--- config.mk ---
export PLATFORM = sky130hd
export DESIGN_NAME = bus_datapath_gen
export DESIGN_NICKNAME = d
export VERILOG_FILES = /design/src/rtl/bus_datapath_gen.sv
export SDC_FILE = /design/constraint.sdc
export NUM_CORES = 2
export LEC_CHECK = 0
export ABC_AREA = 1
export CELL_PAD_IN_SITES_DETAIL_PLACEMENT = 1
export CELL_PAD_IN_SITES_GLOBAL_PLACEMENT = 1
export CORE_MARGIN = 2
export CORE_UTILIZATION = 43
export DETAILED_ROUTE_END_ITERATION = 16
export DONT_BUFFER_PORTS = 1
export PLACE_DENSITY = 0.81
export SETUP_SLACK_MARGIN = 0.3
export SLEW_MARGIN = 10
export SYNTH_ARGS = -nofsm -noshare
export SYNTH_HDL_FRONTEND = slang
export SYNTH_SLANG_ARGS = --single-unit
--- constraint.sdc ---
create_clock -name clock -period 12.2 [get_ports clock]
set_input_delay 2.44 -clock clock [delete_from_list [all_inputs] [get_ports clock]]
set_output_delay 2.44 -clock clock [all_outputs]
set_load 0.1 [all_outputs]
--- src/rtl/bus_datapath_gen.sv ---
// Single-bus MINI SRC datapath: register file, special registers, IR decode, bus arbitration and memory port FSM.
// Optional build macro MEM_TIMEOUT_EN adds a bounded wait for mem_ready and the sticky mem_err flag.
module bus_datapath_gen #(
    parameter int DATA_W   = 32,
    parameter int NUM_REGS = 16,
    parameter int ADDR_W   = 9,
    parameter int TIMEOUT  = 15
) (
    input  logic                  clock,
    input  logic                  clear,
    input  logic                  Gra,
    input  logic                  Grb,
    input  logic                  Grc,
    input  logic                  Rin,
    input  logic                  Rout,
    input  logic                  BAout,
    input  logic                  Yin,
    input  logic                  HIin,
    input  logic                  LOin,
    input  logic                  Zin,
    input  logic                  PCin,
    input  logic                  IRin,
    input  logic                  MARin,
    input  logic                  MDRin,
    input  logic                  OutPortIn,
    input  logic                  HIout,
    input  logic                  LOout,
    input  logic                  Zhighout,
    input  logic                  Zlowout,
    input  logic                  PCout,
    input  logic                  MDRout,
    input  logic                  Cout,
    input  logic                  InPortOut,
    input  logic                  IncPC,
    input  logic                  memRead,
    input  logic                  memWrite,
    input  logic [2*DATA_W-1:0]   alu_result,
    input  logic [DATA_W-1:0]     in_port,
    input  logic [DATA_W-1:0]     mem_rdata,
    input  logic                  mem_ready,
    output logic [DATA_W-1:0]     bus_out,
    output logic [DATA_W-1:0]     y_out,
    output logic [DATA_W-1:0]     ir_out,
    output logic [DATA_W-1:0]     out_port,
    output logic [ADDR_W-1:0]     mem_addr,
    output logic [DATA_W-1:0]     mem_wdata,
    output logic                  mem_rd,
    output logic                  mem_wr,
    output logic                  mem_busy,
    output logic                  bus_conflict,
    output logic                  mem_err
);
    localparam int RIDX_W = $clog2(NUM_REGS);
    localparam int C_W    = DATA_W - 6 - 2*RIDX_W;

    typedef enum logic [1:0] {IDLE, RD_WAIT, WR_WAIT} state_t;

    logic [DATA_W-1:0] regs [NUM_REGS];
    logic [DATA_W-1:0] hi, lo, y, z_hi, z_lo, pc, ir, mdr, in_reg, out_reg;
    logic [ADDR_W-1:0] mar;
    logic [RIDX_W-1:0] ra, rb, rc, sel;
    logic [DATA_W-1:0] reg_val, c_ext, bus_mux, bus_val;
    logic [3:0]        n_src;
    logic              multi, conflict_q, mem_rd_q, mem_wr_q;
    state_t            state;

    function automatic logic [DATA_W-1:0] sign_ext(input logic signed [C_W-1:0] c);
        return {{(DATA_W-C_W){c[C_W-1]}}, c};
    endfunction

    assign ra      = ir[DATA_W-6 -: RIDX_W];
    assign rb      = ir[DATA_W-6-RIDX_W -: RIDX_W];
    assign rc      = ir[DATA_W-6-2*RIDX_W -: RIDX_W];
    assign sel     = ({RIDX_W{Gra}} & ra) | ({RIDX_W{Grb}} & rb) | ({RIDX_W{Grc}} & rc);
    assign reg_val = regs[sel];
    assign c_ext   = sign_ext(ir[C_W-1:0]);

    // Bus: OR of enabled sources, forced to zero when more than one drives
    always_comb begin
        bus_mux = '0;
        n_src   = '0;
        if (Rout)      begin bus_mux = bus_mux | reg_val;                            n_src = n_src + 4'd1; end
        if (BAout)     begin bus_mux = bus_mux | ((sel == '0) ? '0 : reg_val);       n_src = n_src + 4'd1; end
        if (HIout)     begin bus_mux = bus_mux | hi;                                 n_src = n_src + 4'd1; end
        if (LOout)     begin bus_mux = bus_mux | lo;                                 n_src = n_src + 4'd1; end
        if (Zhighout)  begin bus_mux = bus_mux | z_hi;                               n_src = n_src + 4'd1; end
        if (Zlowout)   begin bus_mux = bus_mux | z_lo;                               n_src = n_src + 4'd1; end
        if (PCout)     begin bus_mux = bus_mux | pc;                                 n_src = n_src + 4'd1; end
        if (MDRout)    begin bus_mux = bus_mux | mdr;                                n_src = n_src + 4'd1; end
        if (Cout)      begin bus_mux = bus_mux | c_ext;                              n_src = n_src + 4'd1; end
        if (InPortOut) begin bus_mux = bus_mux | in_reg;                             n_src = n_src + 4'd1; end
        multi   = (n_src > 4'd1);
        bus_val = multi ? '0 : bus_mux;
    end

    always_ff @(posedge clock or negedge clear) begin
        if (!clear) begin
            for (int i = 0; i < NUM_REGS; i++) regs[i] <= '0;
            hi         <= '0;
            lo         <= '0;
            y          <= '0;
            z_hi       <= '0;
            z_lo       <= '0;
            pc         <= '0;
            ir         <= '0;
            mar        <= '0;
            mdr        <= '0;
            in_reg     <= '0;
            out_reg    <= '0;
            conflict_q <= 1'b0;
        end else begin
            if (Rin)       regs[sel] <= bus_val;
            if (Yin)       y         <= bus_val;
            if (HIin)      hi        <= bus_val;
            if (LOin)      lo        <= bus_val;
            if (IRin)      ir        <= bus_val;
            if (OutPortIn) out_reg   <= bus_val;
            if (Zin) begin
                z_hi <= alu_result[2*DATA_W-1:DATA_W];
                z_lo <= alu_result[DATA_W-1:0];
            end
            if (PCin)       pc <= bus_val;
            else if (IncPC) pc <= pc + 1'b1;
            // Address and write data are frozen for the duration of a transfer
            if (MARin && state == IDLE) mar <= bus_val[ADDR_W-1:0];
            if (state == RD_WAIT && mem_ready)  mdr <= mem_rdata;
            else if (MDRin && state != WR_WAIT) mdr <= bus_val;
            in_reg     <= in_port;
            conflict_q <= conflict_q | multi;
        end
    end

`ifdef MEM_TIMEOUT_EN
    localparam int CNT_W = $clog2(TIMEOUT + 1);
    localparam logic [CNT_W-1:0] CNT_LAST = CNT_W'(TIMEOUT - 1);
    logic [CNT_W-1:0] cnt;
    logic             err_q;
`endif

    always_ff @(posedge clock or negedge clear) begin
        if (!clear) begin
            state    <= IDLE;
            mem_rd_q <= 1'b0;
            mem_wr_q <= 1'b0;
`ifdef MEM_TIMEOUT_EN
            cnt      <= '0;
            err_q    <= 1'b0;
`endif
        end else begin
            case (state)
                IDLE: begin
`ifdef MEM_TIMEOUT_EN
                    cnt <= '0;
`endif
                    if (memRead) begin
                        state    <= RD_WAIT;
                        mem_rd_q <= 1'b1;
                    end else if (memWrite) begin
                        state    <= WR_WAIT;
                        mem_wr_q <= 1'b1;
                    end
                end
                RD_WAIT, WR_WAIT: begin
                    if (mem_ready) begin
                        state    <= IDLE;
                        mem_rd_q <= 1'b0;
                        mem_wr_q <= 1'b0;
                    end
`ifdef MEM_TIMEOUT_EN
                    else if (cnt == CNT_LAST) begin
                        state    <= IDLE;
                        mem_rd_q <= 1'b0;
                        mem_wr_q <= 1'b0;
                        err_q    <= 1'b1;
                    end else begin
                        cnt <= cnt + 1'b1;
                    end
`endif
                end
                default: begin
                    state    <= IDLE;
                    mem_rd_q <= 1'b0;
                    mem_wr_q <= 1'b0;
                end
            endcase
        end
    end

`ifdef MEM_TIMEOUT_EN
    assign mem_err = err_q;
`else
    assign mem_err = 1'b0;
`endif

    assign bus_out      = bus_val;
    assign y_out        = y;
    assign ir_out       = ir;
    assign out_port     = out_reg;
    assign mem_addr     = mar;
    assign mem_wdata    = mdr;
    assign mem_rd       = mem_rd_q;
    assign mem_wr       = mem_wr_q;
    assign mem_busy     = (state != IDLE);
    assign bus_conflict = conflict_q;
endmodule

==> flow_metrics.tcl <==
set metrics [dict create \
    synth_most_common_cell "nand2_1" \
    die_h_um 306 \
    finalPower_w 0.0141 \
    skew_ps 37.0 \
    status "complete, no violations" \
    syn_nets 4888 \
    tns_ps 0 \
    coreArea_mm2 0.0901 \
    final_nets 4720 \
    grt_max_degree 847 \
    ys_seq_area_share_pct 54.1 \
    vias 36058 \
    worst_slew_pin_slew_ps 1320 \
    cts-root-buf "clkbuf_16" \
    clk_pin_slew_ps 60 \
    cts_tree "yes" \
    crit_top_cell "nand2_1" \
    holdBufCountCts 0 \
    dpl_cell_area_mm2 0.0405 \
    viasPerCell 6.22 \
    hold_class "reg -> reg" \
    largest_register_ff_count 512 \
    syn_inst 4718 \
    leakage_nw 21.9 \
    grt_antenna_before_repair 9 \
    finalCriticalPeriod_ps 11030 \
    syn_area_mm2 0.0391 \
    clock_sinks 846 \
    cp.arrival_ps 8590 \
    cts_buffers 88 \
    io_pins 331 \
    use_met3_pct 6.77 \
    post_drt_wl_per_cell_um 26.4 \
    slew_headroom_pct 12.2 \
    start_util_pct 43.4 \
    grt_usage_pct 32.2 \
    hold_violations 0 \
    synthTopCellsByCount "nand2_1, dfrtp_1, nand3_1" \
    hpwl_um 92800 \
    synth_warnings 0 \
    first_pass_iters 6 \
    synth_top_area_share_pct 54.1 \
    crit_type "in -> out" \
    fmax_mhz 90.7 \
    drc 0 \
    synthTopCellsByArea "dfrtp_1, nand2_1, nand3_1" \
    overflow 0 \
    cts.path.max_buffers 3 \
    drive_above_1_share_pct 8.15 \
    gp_congestion 0.938 \
    die-area_mm2 0.0935 \
    fin_area_mm2 0.0436 \
    postSynthAreaPerCell_um2 8.30 \
    critPathLaunchType "primary input" \
    grt_pass1_vias 37365 \
    ys_types 45 \
    cts_resized 0 \
    ys.flop_type "dfrtp_1" \
    synth-edff-count 0 \
    antenna_left 0 \
    grt.busiest_layer "met2" \
    crit_path_end_kind "output port" \
    cp.required_ps 9760 \
    instances_no_fill 5797 \
    regMostFlops "regs" \
    irDropWorstVdd_mv 0.171 \
    dr.first_iter.drc_count 3802 \
    ys_async_sr_fraction_pct 100 \
    met1_usage_pct 41.2 \
    worstPathMaxFanout 20 \
    finalCritPeriodShare_pct 90.4 \
    port_buffers 0 \
    slowest_delay_ps 550 \
    clk_latency_ps 670 \
    cts_setup_buffers 0 \
    cpMaxStageDelayCell "nor2_4" \
    dpl.cell_count 5632 \
    drt_wl_total_um 153000 \
    finalMaxSlewViolations 0 \
    synthToLayoutAreaGrowth_pct 11.5 \
    synth_top_area_cell "dfrtp_1" \
    yosys_register_bits 846 \
    die_width_um 306 \
    max-cap-violations 0 \
    grt_pass1_wl_um 232000 \
    setup_violations 0 \
    grt_setup_unrepaired "no" \
    p_per_area_mw_per_mm2 324 \
    htreeDepth 3 \
    rows 110 \
    gr-usage-met2_pct 52.3 \
]
final cells by class:
| cell class | instances | area (µm²) |
|---|---|---|
| fillers | 10532 | 46500 |
| flip-flops and latches | 846 | 21200 |
| multi-input cells | 3243 | 15500 |
| clock buffers | 135 | 2710 |
| repair buffers | 135 | 1540 |
| well taps | 1176 | 1470 |
| inverters | 236 | 891 |
| clock inverters | 20 | 300 |
| diodes | 6 | 15.0 |
power breakdown:
part	total [W]	switching [W]	internal, W
Sequential	0.00583	0.00207	0.00375
Clock	0.00285	0.00118	0.00167
Combinational	0.00544	0.00400	0.00144
Total	0.0141	0.00726	0.00687
cell families after synthesis:
group,share of synthesized area (%)
AO/OA/AOI/OAI,12.2
XOR/XNOR,0.425
adder cells (fa/ha/maj),0.415
buffers and inverters,6.79
flip-flops,54.1
multiplexers,0.460
other,0.00958
AND/OR/NAND/NOR,25.6
metal layers:
layer  part of all wire [%]  vias to the layer above
li1                       -                    15419
met1                     40                    18547
met2                     47                     1689
met3                    8.9                      397
met4                    4.6                        6
met5                  0.026                        -
path summary, 6_finish.rpt:
kind / endpoint / slack (ps) / startpoint / cells past startpoint
worst min register to register: regs[481]$_DFFE_PN0P_ / 480 / regs[481]$_DFFE_PN0P_ / 2
worst max register to register: regs[361]$_DFFE_PN0P_ / 6850 / ir_out[19]$_DFFE_PN0P_ / 12
min in group asynchronous: z_hi[6]$_DFFE_PN0P_ / 1480 / clear / 0
worst max-delay path: bus_out[1] / 1170 / Rout / 35
worst min-delay path: regs[481]$_DFFE_PN0P_ / 480 / regs[481]$_DFFE_PN0P_ / 2
max in group asynchronous: regs[378]$_DFFE_PN0P_ / 8530 / clear / 2
cells in the final DEF (no fill, tap or decap), drive strengths merged, types with 29 or more instances in the layout:
master / instances
nand2: 1511
dfrtp: 846
nand3: 688
o21ai: 422
o22ai: 255
inv: 235
clkbuf: 138
buf: 132
nor2: 100
a221oi: 32
a21oi: 29
worst max-delay path: cells and delay by family:
family | cells | cell delay (ps)
and+or+nand+nor | 18 | 2800
adders and majority gates | 8 | 2310
buffers and inverters | 8 | 930
AOI/OAI and AO/OA | 1 | 90
per-stage QoR:
stage               worst slack, ps  util (%)  hold slack (ps)
detailed placement             1200      44.9              466
global placement               1370      44.9              462
floorplan                       531         -              449
global route                    798      48.4              501
CTS                            1180      48.3              483
finish                         1170      48.4              479
(Power assumes the default switching activity.)
